<file path="src/rtl/multicycle_ctrl_pkg.sv">
// Shared definitions for the multicycle control unit and the datapath it drives:
// state encoding, opcodes, mux select codes and the opcode-decode bundle.
package multicycle_ctrl_pkg;

  typedef enum logic [3:0] {
    S_FETCH    = 4'd0,
    S_DECODE   = 4'd1,
    S_MEMADR   = 4'd2,
    S_MEMREAD  = 4'd3,
    S_MEMWB    = 4'd4,
    S_MEMWRITE = 4'd5,
    S_EXECUTER = 4'd6,
    S_EXECUTEI = 4'd7,
    S_ALUWB    = 4'd8,
    S_JAL      = 4'd9,
    S_BEQ      = 4'd10,
    S_TRAP     = 4'd11
  } state_e;

  localparam logic [6:0] OP_LW    = 7'b0000011;
  localparam logic [6:0] OP_SW    = 7'b0100011;
  localparam logic [6:0] OP_RTYPE = 7'b0110011;
  localparam logic [6:0] OP_ITYPE = 7'b0010011;
  localparam logic [6:0] OP_JAL   = 7'b1101111;
  localparam logic [6:0] OP_BEQ   = 7'b1100011;

  localparam logic [1:0] SRCA_PC    = 2'b00;
  localparam logic [1:0] SRCA_OLDPC = 2'b01;
  localparam logic [1:0] SRCA_RS1   = 2'b10;

  localparam logic [1:0] SRCB_RS2  = 2'b00;
  localparam logic [1:0] SRCB_IMM  = 2'b01;
  localparam logic [1:0] SRCB_FOUR = 2'b10;

  localparam logic [1:0] RES_ALUOUT    = 2'b00;
  localparam logic [1:0] RES_DATA      = 2'b01;
  localparam logic [1:0] RES_ALURESULT = 2'b10;

  localparam logic [1:0] ALUOP_ADD   = 2'b00;
  localparam logic [1:0] ALUOP_SUB   = 2'b01;
  localparam logic [1:0] ALUOP_FUNCT = 2'b10;

  localparam logic [2:0] IMM_I = 3'b000;
  localparam logic [2:0] IMM_S = 3'b001;
  localparam logic [2:0] IMM_B = 3'b010;
  localparam logic [2:0] IMM_J = 3'b011;

  typedef struct packed {
    logic [2:0] imm_src;
    logic       is_load;
    logic       is_store;
    logic       is_rtype;
    logic       is_itype;
    logic       is_jal;
    logic       is_beq;
    logic       legal;
  } opdec_t;

endpackage

</file>
<file path="src/rtl/multicycle_ctrl_opdec.sv">
// Combinational opcode classifier: instruction class flags plus immediate format.
module mc_opdec
  import multicycle_ctrl_pkg::*;
(
  input  logic [6:0] op,
  output opdec_t     dec
);

  // Classify the opcode; anything unrecognised leaves legal low.
  always_comb begin
    dec         = '0;
    dec.imm_src = IMM_I;
    case (op)
      OP_LW:    begin dec.is_load  = 1'b1; dec.legal = 1'b1; end
      OP_SW:    begin dec.is_store = 1'b1; dec.legal = 1'b1; dec.imm_src = IMM_S; end
      OP_RTYPE: begin dec.is_rtype = 1'b1; dec.legal = 1'b1; end
      OP_ITYPE: begin dec.is_itype = 1'b1; dec.legal = 1'b1; end
      OP_JAL:   begin dec.is_jal   = 1'b1; dec.legal = 1'b1; dec.imm_src = IMM_J; end
      OP_BEQ:   begin dec.is_beq   = 1'b1; dec.legal = 1'b1; dec.imm_src = IMM_B; end
      default:  ;
    endcase
  end

endmodule

</file>
<file path="src/rtl/multicycle_ctrl.sv">
// Moore sequencer for the multicycle RV32I datapath with optional memory-ready
// waits, sticky illegal-opcode trap and a wrapping retired-instruction counter.
module multicycle_ctrl
  import multicycle_ctrl_pkg::*;
#(
  parameter int MEM_HANDSHAKE = 0,
  parameter int CNT_W         = 32
) (
  input  logic             clk,
  input  logic             reset_n,
  input  logic [6:0]       op,
  input  logic             Zero,
  input  logic             mem_ready,
  output logic             PCWrite,
  output logic             AdrSrc,
  output logic             MemWrite,
  output logic             IRWrite,
  output logic [1:0]       ResultSrc,
  output logic [1:0]       ALUSrcA,
  output logic [1:0]       ALUSrcB,
  output logic [1:0]       ALUOp,
  output logic [2:0]       ImmSrc,
  output logic             RegWrite,
  output logic             illegal,
  output logic [CNT_W-1:0] retired
);

  state_e           state_q, state_d;
  logic [CNT_W-1:0] retired_q, retired_d;
  logic             illegal_q, illegal_d;
  logic             mem_done;
  logic             pc_update;
  logic             branch;
  logic             retire;
  opdec_t           dec;

  mc_opdec u_opdec (
    .op  (op),
    .dec (dec)
  );

  // Without the handshake every memory access finishes in its first cycle.
  assign mem_done = (MEM_HANDSHAKE == 0) || mem_ready;

  // State, counter and trap flag; reset aborts any instruction in flight.
  always_ff @(posedge clk or negedge reset_n) begin
    if (!reset_n) begin
      state_q   <= S_FETCH;
      retired_q <= '0;
      illegal_q <= 1'b0;
    end else begin
      state_q   <= state_d;
      retired_q <= retired_d;
      illegal_q <= illegal_d;
    end
  end

  // Next state, Moore control decode and bookkeeping updates.
  always_comb begin
    state_d   = state_q;
    pc_update = 1'b0;
    branch    = 1'b0;
    AdrSrc    = 1'b0;
    MemWrite  = 1'b0;
    IRWrite   = 1'b0;
    ResultSrc = RES_ALUOUT;
    ALUSrcA   = SRCA_PC;
    ALUSrcB   = SRCB_RS2;
    ALUOp     = ALUOP_ADD;
    RegWrite  = 1'b0;

    case (state_q)
      S_FETCH: begin
        ALUSrcB   = SRCB_FOUR;
        ResultSrc = RES_ALURESULT;
        IRWrite   = mem_done;
        pc_update = mem_done;
        if (mem_done) state_d = S_DECODE;
      end
      S_DECODE: begin
        ALUSrcA = SRCA_OLDPC;
        ALUSrcB = SRCB_IMM;
        if (!dec.legal)                       state_d = S_TRAP;
        else if (dec.is_load || dec.is_store) state_d = S_MEMADR;
        else if (dec.is_rtype)                state_d = S_EXECUTER;
        else if (dec.is_itype)                state_d = S_EXECUTEI;
        else if (dec.is_jal)                  state_d = S_JAL;
        else                                  state_d = S_BEQ;
      end
      S_MEMADR: begin
        ALUSrcA = SRCA_RS1;
        ALUSrcB = SRCB_IMM;
        state_d = dec.is_store ? S_MEMWRITE : S_MEMREAD;
      end
      S_MEMREAD: begin
        AdrSrc = 1'b1;
        if (mem_done) state_d = S_MEMWB;
      end
      S_MEMWB: begin
        ResultSrc = RES_DATA;
        RegWrite  = 1'b1;
        state_d   = S_FETCH;
      end
      S_MEMWRITE: begin
        AdrSrc   = 1'b1;
        MemWrite = 1'b1;
        if (mem_done) state_d = S_FETCH;
      end
      S_EXECUTER: begin
        ALUSrcA = SRCA_RS1;
        ALUOp   = ALUOP_FUNCT;
        state_d = S_ALUWB;
      end
      S_EXECUTEI: begin
        ALUSrcA = SRCA_RS1;
        ALUSrcB = SRCB_IMM;
        ALUOp   = ALUOP_FUNCT;
        state_d = S_ALUWB;
      end
      S_ALUWB: begin
        RegWrite = 1'b1;
        state_d  = S_FETCH;
      end
      S_JAL: begin
        ALUSrcA   = SRCA_OLDPC;
        ALUSrcB   = SRCB_FOUR;
        pc_update = 1'b1;
        state_d   = S_ALUWB;
      end
      S_BEQ: begin
        ALUSrcA = SRCA_RS1;
        ALUOp   = ALUOP_SUB;
        branch  = 1'b1;
        state_d = S_FETCH;
      end
      S_TRAP:  state_d = S_TRAP;
      default: state_d = S_FETCH;
    endcase

    // An instruction retires on the edge that returns to FETCH from its last state.
    retire = (state_d == S_FETCH) &&
             ((state_q == S_MEMWB) || (state_q == S_MEMWRITE) ||
              (state_q == S_ALUWB) || (state_q == S_BEQ));
    retired_d = retire ? retired_q + CNT_W'(1) : retired_q;
    illegal_d = illegal_q || (state_d == S_TRAP);
  end

  assign PCWrite = pc_update | (branch & Zero);
  assign ImmSrc  = dec.imm_src;
  assign illegal = illegal_q;
  assign retired = retired_q;

endmodule

</file>
<file path="config.mk">
export PLATFORM = sky130hd
export DESIGN_NAME = multicycle_ctrl
export DESIGN_NICKNAME = d
export VERILOG_FILES = /design/src/rtl/multicycle_ctrl_pkg.sv /design/src/rtl/multicycle_ctrl_opdec.sv /design/src/rtl/multicycle_ctrl.sv
export SDC_FILE = /design/constraint.sdc
export NUM_CORES = 1
export LEC_CHECK = 0
export BUFFER_PORTS_ARGS = -buffer_cell sky130_fd_sc_hd__buf_2
export CORE_MARGIN = 5
export CORE_UTILIZATION = 51
export DETAILED_ROUTE_END_ITERATION = 16
export PLACE_DENSITY = 0.79
export SYNTH_ARGS = -nofsm -noshare
export SYNTH_HDL_FRONTEND = slang
export SYNTH_HIERARCHICAL = 1
export SYNTH_SLANG_ARGS = --single-unit
</file>
<file path="constraint.sdc">
create_clock -name clk -period 1.7 [get_ports clk]
set_input_delay 0.085 -clock clk [delete_from_list [all_inputs] [get_ports clk]]
set_output_delay 0.085 -clock clk [all_outputs]
set_load 0.02 [all_outputs]
</file>
# Word level (Yosys, flattened, before mapping)
# Index checks and enable logic that the tools add are counted.
[word_totals]
register_bits = 37
in_bits = 11
output_inout_bits = 49
[classes]
reduce_logical = 17
n_eq_ne = 18
bitwise_logic = 2
n_mux = 24
add_sub_neg = 1
[ops]
columns = ["op", "count"]
rows = [
  ["$add A32 B1 Y32 const B", 1],
  ["$pmux W4 S6", 1],
  ["$eq A4 B4 Y1 const B", 5],
  ["$eq A4 B3 Y1 const B", 4],
  ["$mux W4", 4],
  ["$pmux W2 S2", 4],
  ["$eq A7 B6 Y1 const B", 2],
  ["$eq A7 B7 Y1 const B", 2],
  ["$mux W1", 12],
  ["$reduce_or A2 Y1", 5],
  ["$eq A4 B2 Y1 const B", 2],
  ["$logic_not A4 Y1", 2],
  ["$eq A7 B2 Y1 const B", 1],
  ["$eq A7 B5 Y1 const B", 1],
  ["$pmux W2 S3", 1],
  ["$reduce_or A3 Y1", 2],
  ["$reduce_or A6 Y1", 1],
  ["$logic_or A1 B1 Y1", 5],
  ["$eq A4 B1 Y1 const B", 1],
  ["$reduce_or A4 Y1", 1],
  ["$mux W3", 1],
  ["$mux W2", 1],
  ["$and A1 B1 Y1", 1],
  ["$logic_and A1 B1 Y1", 1],
  ["$or A1 B1 Y1", 1],
]

# Depth between registers and ports, before layout
# Gate-level depths: netlist (run 1).
[depth]
word_depth = 10
mapped_depth = 8
depth_no_buf = 7

# Modules after synthesis
# The synthesis (run 1) kept the hierarchy.
[modules_own_cells]
columns = ["module", "area_per_inst_um2", "instances", "cells_each"]
rows = [
  ["multicycle_ctrl", 1888.1, 1, 182],
  ["mc_opdec", 146.4, 1, 20],
]

# Worst setup path before layout (run 1)
# OpenSTA, ideal clock, no wires.
[synth_timing]
path_kind = "register -> output"
start = "reg state_q[2]"
end = "out ResultSrc[1]"
stages_incl_launch_ff = 4
slack_ns = -0.097
arrival_ns = 1.712
t_required_ns = 1.615
path_cell_list = "dfrtp_1 > clkbuf_1 > nor4_1 > buf_4"
[synth_via]
elab_chain_cells = 2
[synth_rtl]
columns = ["element", "line", "source"]
rows = [
  ["start, declared", "multicycle_ctrl.sv:28", "state_e state_q, state_d;"],
  ["start signal, assigned", "multicycle_ctrl.sv:52", "state_q <= state_d;"],
  ["$eq A4 B3 Y1 / $logic_not A4 Y1 (equally long branches)", "multicycle_ctrl.sv:72", "case (state_q)"],
  ["$pmux W2 S2 *", "multicycle_ctrl.sv:72", ""],
  ["end, declared", "multicycle_ctrl.sv:18", "output logic [1:0] ResultSrc,"],
]
# Every way passes the cells marked *; elsewhere a longest branch is shown, timed or not.

# Final worst setup path (run 1)
[layout_timing]
start = "reg state_q[0]"
end = "out ALUSrcB[0]"
[layout_via]
elab_chain_cells = 3
[layout_rtl]
columns = ["element", "line", "source"]
rows = [
  ["$eq A4 B1 Y1, or another cell as far along", "multicycle_ctrl.sv:72", ""],
  ["$reduce_or A3 Y1 (no line) / $reduce_or A2 Y1 (equally long branches)", "n/a", ""],
  ["$pmux W2 S2 *", "multicycle_ctrl.sv:72", ""],
  ["end, declared", "multicycle_ctrl.sv:20", "output logic [1:0] ALUSrcB,"],
]
# Marks and branches as above.

==> results of run 1 <==
-- path summary, 6_finish.rpt --
kind	from	endpoint	slack [ns]	cells past startpoint
setup reg to reg	state_q[3]$_DFF_PN0_	retired[25]$_DFFE_PN0P_	0.10	5
hold reg to reg	retired[31]$_DFFE_PN0P_	retired[31]$_DFFE_PN0P_	0.47	1
max in group asynchronous	reset_n	state_q[3]$_DFF_PN0_	0.99	3
min in group clk	op[4]	state_q[2]$_DFF_PN0_	0.45	6
setup / recovery	state_q[0]$_DFF_PN0_	ALUSrcB[0]	0.09	5
hold / removal	reset_n	retired[22]$_DFFE_PN0P_	0.36	3
-- area by class of cell --
type                    count  area, µm²
flip-flops and latches     37        927
well taps                  50       62.6
fillers                   328       1260
clock buffers               6       82.6
repair buffers             86        508
inverters                   3       11.3
multi-input cells         151       1050
clock inverters             1       7.51
-- registers in the layout (all words and copies together) (netlist names) --
signal   cells
illegal      1
retired     32
state_q      4
-- metrics by stage --
step | power (mW) | instance area, µm²
2_1_floorplan | 2.04 | 2030
3_3_place_gp | 2.47 | 2520
3_5_place_dp | 2.49 | 2520
4_1_cts | 3.11 | 2620
5_1_grt | 3.29 | 2650
6_report | 3.10 | 2650
-- layer usage --
layer  global-route usage  part of all wire  up-vias
met5                    0                 0        -
met4               0.0676             0.015        0
met3               0.0455             0.052        8
met2                0.292              0.50       34
met1                0.229              0.44      811
li1                     -                 -      862
-- worst register-to-register path: stages (launching register included) --
cell and delay (ns):
dfrtp_2 0.44, nor3b_2 0.20, o2111a_2 0.33, and2_4 0.20, nand4_1 0.13, xnor2_1 0.22
-- power groups by stage --
stage                     Clock [mW]  Combinational, mW  Sequential, mW
after floorplan                    0              0.839            1.20
after global placement             0               1.38            1.09
after detailed placement           0               1.39            1.10
after CTS                      0.631               1.40            1.08
after global routing           0.664               1.53            1.10
final                          0.615               1.40            1.08
-- repair_timing --
action	4_1_cts	5_1_grt
hold buffers	1	0
setup endpoints to repair	2	13
hold endpoints to repair	37	0
pin swaps	0	3
resized for setup	1	6
setup buffers	0	2
==> results_dict.tcl, run 1 <==
set metrics [dict create \
    outcome "finished clean" \
    fin_nets 296 \
    pwr-share-clk 0.198 \
    layout_commonest_cell "buf_2" \
    place_ws_ns -0.103 \
    vias 1715 \
    cpPeakStageDelay_ns 0.39 \
    p_leak_nw 1.33 \
    hold_viol 0 \
    finalCritPeriodShare 0.950 \
    slew_headroom 0.642 \
    cts_max_level 2 \
    cts_sinks 37 \
    min_path_type "input port to asynchronous set/reset pin" \
    wl_per_cell_um 13.4 \
    grt_usage 0.179 \
    n_antenna_cell 0 \
    arrival_ns 1.53 \
    max-vdd-ir-drop_mv 0.840 \
    clock_latency_ns 0.29 \
    cts_tree "yes" \
    worstSetupPathType "flop to output port" \
    fin_tns_setup_ns 0 \
    timing.hold.ws_ns 0.361 \
    final_period_minus_worst_setup_slack_ns 1.61 \
    place.gp.congestion 0.819 \
    clk_pin_slew_ns 0.07 \
    initial_core_util 0.518 \
    drv_slew 0 \
    critPathCaptureType "output port" \
    grt_pass1_wl_um 7570 \
    synth.avg_cell_area_um2 10.1 \
    setup_slack_ns 0.0851 \
    path_max_fanout 14 \
    worst_slew_pin_slew_ns 0.535 \
    clockBufferDepth 2 \
    ys_warn_count 6 \
    finalSetupViolations 0 \
    postLayoutCoreUtil 0.677 \
    cts_buffers 5 \
    layout.cells.non_filler 334 \
    combPwrFrac 0.452 \
    pin_count 60 \
    cp.buffers_inverters 2 \
    fin_worst_skew_ns 0.00807 \
    fmax_mhz 619 \
    p_sw_frac 0.393 \
    dp_hpwl_um 3370 \
    grt_overflow_total 0 \
    synthCells 201 \
    switchingPower_mw 1.22 \
    drtAntennaViolNets 0 \
    syn-cell-area_mm2 0.00203 \
    maxCapViolations 0 \
    root_buffer "clkbuf_8" \
    drive_above_1_share 0.391 \
    cp_top_family "flip-flops" \
    die_y_um 73.1 \
    port_buffers 57 \
    drt_iter0_drc 91 \
    drt-total-wl_um 4460 \
    grt_max_degree 38 \
    rows 23 \
    grt_pass1_vias 1678 \
    final_cell_mix "buf_2, dfrtp_1, buf_4" \
    die-area_mm2 0.00534 \
    power_density_mw_per_mm2 1170 \
    syn_to_final_growth_pct 30.7 \
    required_ns 1.62 \
    dr.pass1.iters 4 \
    internal_power_mw 1.88 \
    antenna_found_initial 0 \
    slowest_stage "dfrtp_1" \
    cp-start-kind "flop" \
    drc_errors 0 \
    core_area_mm2 0.00391 \
    dp.cells 324 \
    die_x_um 73.1 \
    routed_via_density 5.13 \
    crit_path_cell_trace "buf_4, nand2b_1, a21o_1, a21oi_1, buf_4" \
    p_seq_frac 0.349 \
    synthesis.nets 213 \
    crit_path_frequent_cell "buf_4" \
]
Note: power is estimated with default switching activity, not from simulation.
==> inputs of run 2 (changes only) <==
Settings changed: ABC_AREA from default to 1, CAP_MARGIN from default to 10, CORE_UTILIZATION 51 to 54, PLACE_DENSITY 0.79 to 0.8, SYNTH_HIERARCHICAL 1 to default.
==> run 2 against run 1 <==
Against the previous run: hold slack got worse by 0.30 ns; combinational power rose by 10%; design area rose by 11%; global-route usage rose by 2.5 points; total power rose by 6.2%; die area rose by 13%; fmax fell by 0.13%; critical path depth did not move; count of clock-buffer cells in the layout fell by 1; worst setup slack got worse by 0.0021 ns; critical endpoint unchanged.
==> results_dict.tcl, run 2 <==
set metrics [dict create \
    layout.cells.non_filler 492 \
    synthesis.nets 387 \
    grt_pass1_wl_um 10200 \
    drt-total-wl_um 5930 \
    synthCells 375 \
    cts_max_level 2 \
    multi_input_area_mm2 0.00142 \
    initial_core_util 0.564 \
    fin_area_mm2 0.00295 \
    postCtsSetupBuffers 0 \
    setup_slack_ns 0.0830 \
    outcome "finished clean" \
    synth_ff_type "dfrtp_1" \
    clockBufferDepth 2 \
    finalSetupViolations 0 \
    worstSetupStartpoint "state_q[2]$_DFF_PN0_" \
    ys_seq_elements 37 \
    drv_slew 0 \
    worstReg2RegStart "retired[0]$_DFFE_PN0P_" \
    cp-start-kind "flop" \
    pwr-share-clk 0.189 \
    hold_viol 0 \
    maxCapViolations 0 \
    required_ns 1.62 \
    cts_sinks 37 \
    n_antenna_cell 0 \
    regArea_um2 927 \
    drtAntennaViolNets 0 \
    synthTopCellsByCount "nand2_1, nor2_1, dfrtp_1, inv_1, nand3b_1" \
    final_cell_mix "nand2_1, nor2_1, buf_2" \
    layout_commonest_cell "nand2_1" \
    synthArstFlopShare 1.00 \
    place_ws_ns 0.105 \
    synth.avg_cell_area_um2 6.59 \
    synth.area.top_cells "dfrtp_1, nand2_1, nor2_1" \
    die_x_um 77.7 \
    grt_overflow_total 0 \
    largest_reg_flops 32 \
    finalPower_mw 3.29 \
    dpl_cell_area_mm2 0.00281 \
    ys_seq_area_frac 0.374 \
    switchingPower_mw 1.52 \
    arrival_ns 1.53 \
    die_y_um 77.7 \
    hp-start "op[4]" \
    p_seq_frac 0.343 \
    cts_tree "yes" \
    fill_cells 396 \
    antenna_found_initial 0 \
    synth_top_area_share 0.374 \
    grt_max_degree 38 \
    grt_pass1_vias 2315 \
    dp.cells 483 \
    core_area_mm2 0.00438 \
    fin_tns_setup_ns 0 \
    fmax_mhz 618 \
    combPwrFrac 0.467 \
    synth_edf_count 0 \
    path_max_fanout 4 \
    critPathCaptureType "output port" \
    synth_most_common_cell "nand2_1" \
    dr.pass1.iters 4 \
    cts_buffers 5 \
    power_density_mw_per_mm2 1120 \
    wl_per_cell_um 12.1 \
    place.gp.congestion 0.944 \
    yosysTopAreaCell "dfrtp_1" \
    pin_count 60 \
    vias 2474 \
    root_buffer "clkbuf_8" \
    fin_nets 451 \
    clock_latency_ns 0.29 \
    syn_to_final_growth_pct 19.3 \
    internal_power_mw 1.77 \
    drt_iter0_drc 158 \
    worstSetupPathType "flop to output port" \
    min_path_type "input port to flop" \
    port_buffers 57 \
    max-vdd-ir-drop_mv 0.940 \
    p_sw_frac 0.461 \
    p_leak_nw 1.63 \
    rows 24 \
    routed_via_density 5.03 \
    drive_above_1_share 0.211 \
    ys_warn_count 0 \
    clk_pin_slew_ns 0.08 \
    dp_hpwl_um 4590 \
    yosysUniqueCellTypes 26 \
    grt_usage 0.204 \
    syn-cell-area_mm2 0.00247 \
    finalCritPeriodShare 0.951 \
    drc_errors 0 \
    final_period_minus_worst_setup_slack_ns 1.62 \
    fin_worst_skew_ns 0.00674 \
    timing.hold.ws_ns 0.0617 \
    die-area_mm2 0.00603 \
    postLayoutCoreUtil 0.673 \
]
==> run 2: timing repair <==
| action | in CTS | in global routing |
|---|---|---|
| hold buffers | 1 | 0 |
| resized for setup | 0 | 9 |
| endpoints found under the setup margin | 0 | 16 |
| hold endpoints to repair | 37 | 0 |
==> run 2: kinds of logic after synthesis <==
group	share of synthesized area
xor+xnor	0.0567
buf+inv	0.0663
fa+ha+maj	0.00506
simple gates	0.471
flops	0.374
compound gates	0.0253
other cells	0.00152
==> run 2: worst paths after layout <==
check	end	slack [ns]	cells after the start
setup reg to reg	retired[14]$_DFFE_PN0P_	0.10	7
max in group asynchronous	state_q[3]$_DFF_PN0_	1.00	3
hold / removal	state_q[2]$_DFF_PN0_	0.06	3
min in group asynchronous	retired[13]$_DFFE_PN0P_	0.36	3
setup / recovery	ALUSrcB[0]	0.08	5
hold reg to reg	illegal$_DFF_PN0_	0.47	2
==> run 2: cell type report <==
class | instances | area share
Inverter | 31 | 0.0395
Multi-Input combinational cell | 301 | 0.480
Clock buffer | 5 | 0.0233
Timing Repair Buffer | 63 | 0.113
Clock inverter | 3 | 0.00764
Sequential cell | 37 | 0.314
Tap cell | 52 | 0.0221
==> run 2: layer usage <==
metal	track usage	up-vias	wire length (µm)
met2	0.346	59	2830
met1	0.256	1126	2710
met4	0.0619	0	63
li1	-	1284	-
met3	0.0498	5	325
met5	0	-	0
==> run 2: critical path, stage by stage (launching register included) <==
cell and delay, ns:
dfrtp_1 0.47, inv_2 0.10, nor2_4 0.17, nand2_1 0.13, o21ai_0 0.18, buf_2 0.19
==> run 2: power groups by stage <==
| stage | logic (mW) | registers [mW] | clock network, mW |
|---|---|---|---|
| 2_1_floorplan | 1.02 | 1.19 | 0 |
| 3_3_place_gp | 1.45 | 1.13 | 0 |
| 3_5_place_dp | 1.48 | 1.14 | 0 |
| 4_1_cts | 1.49 | 1.12 | 0.634 |
| 5_1_grt | 1.69 | 1.14 | 0.676 |
| 6_report | 1.54 | 1.13 | 0.623 |
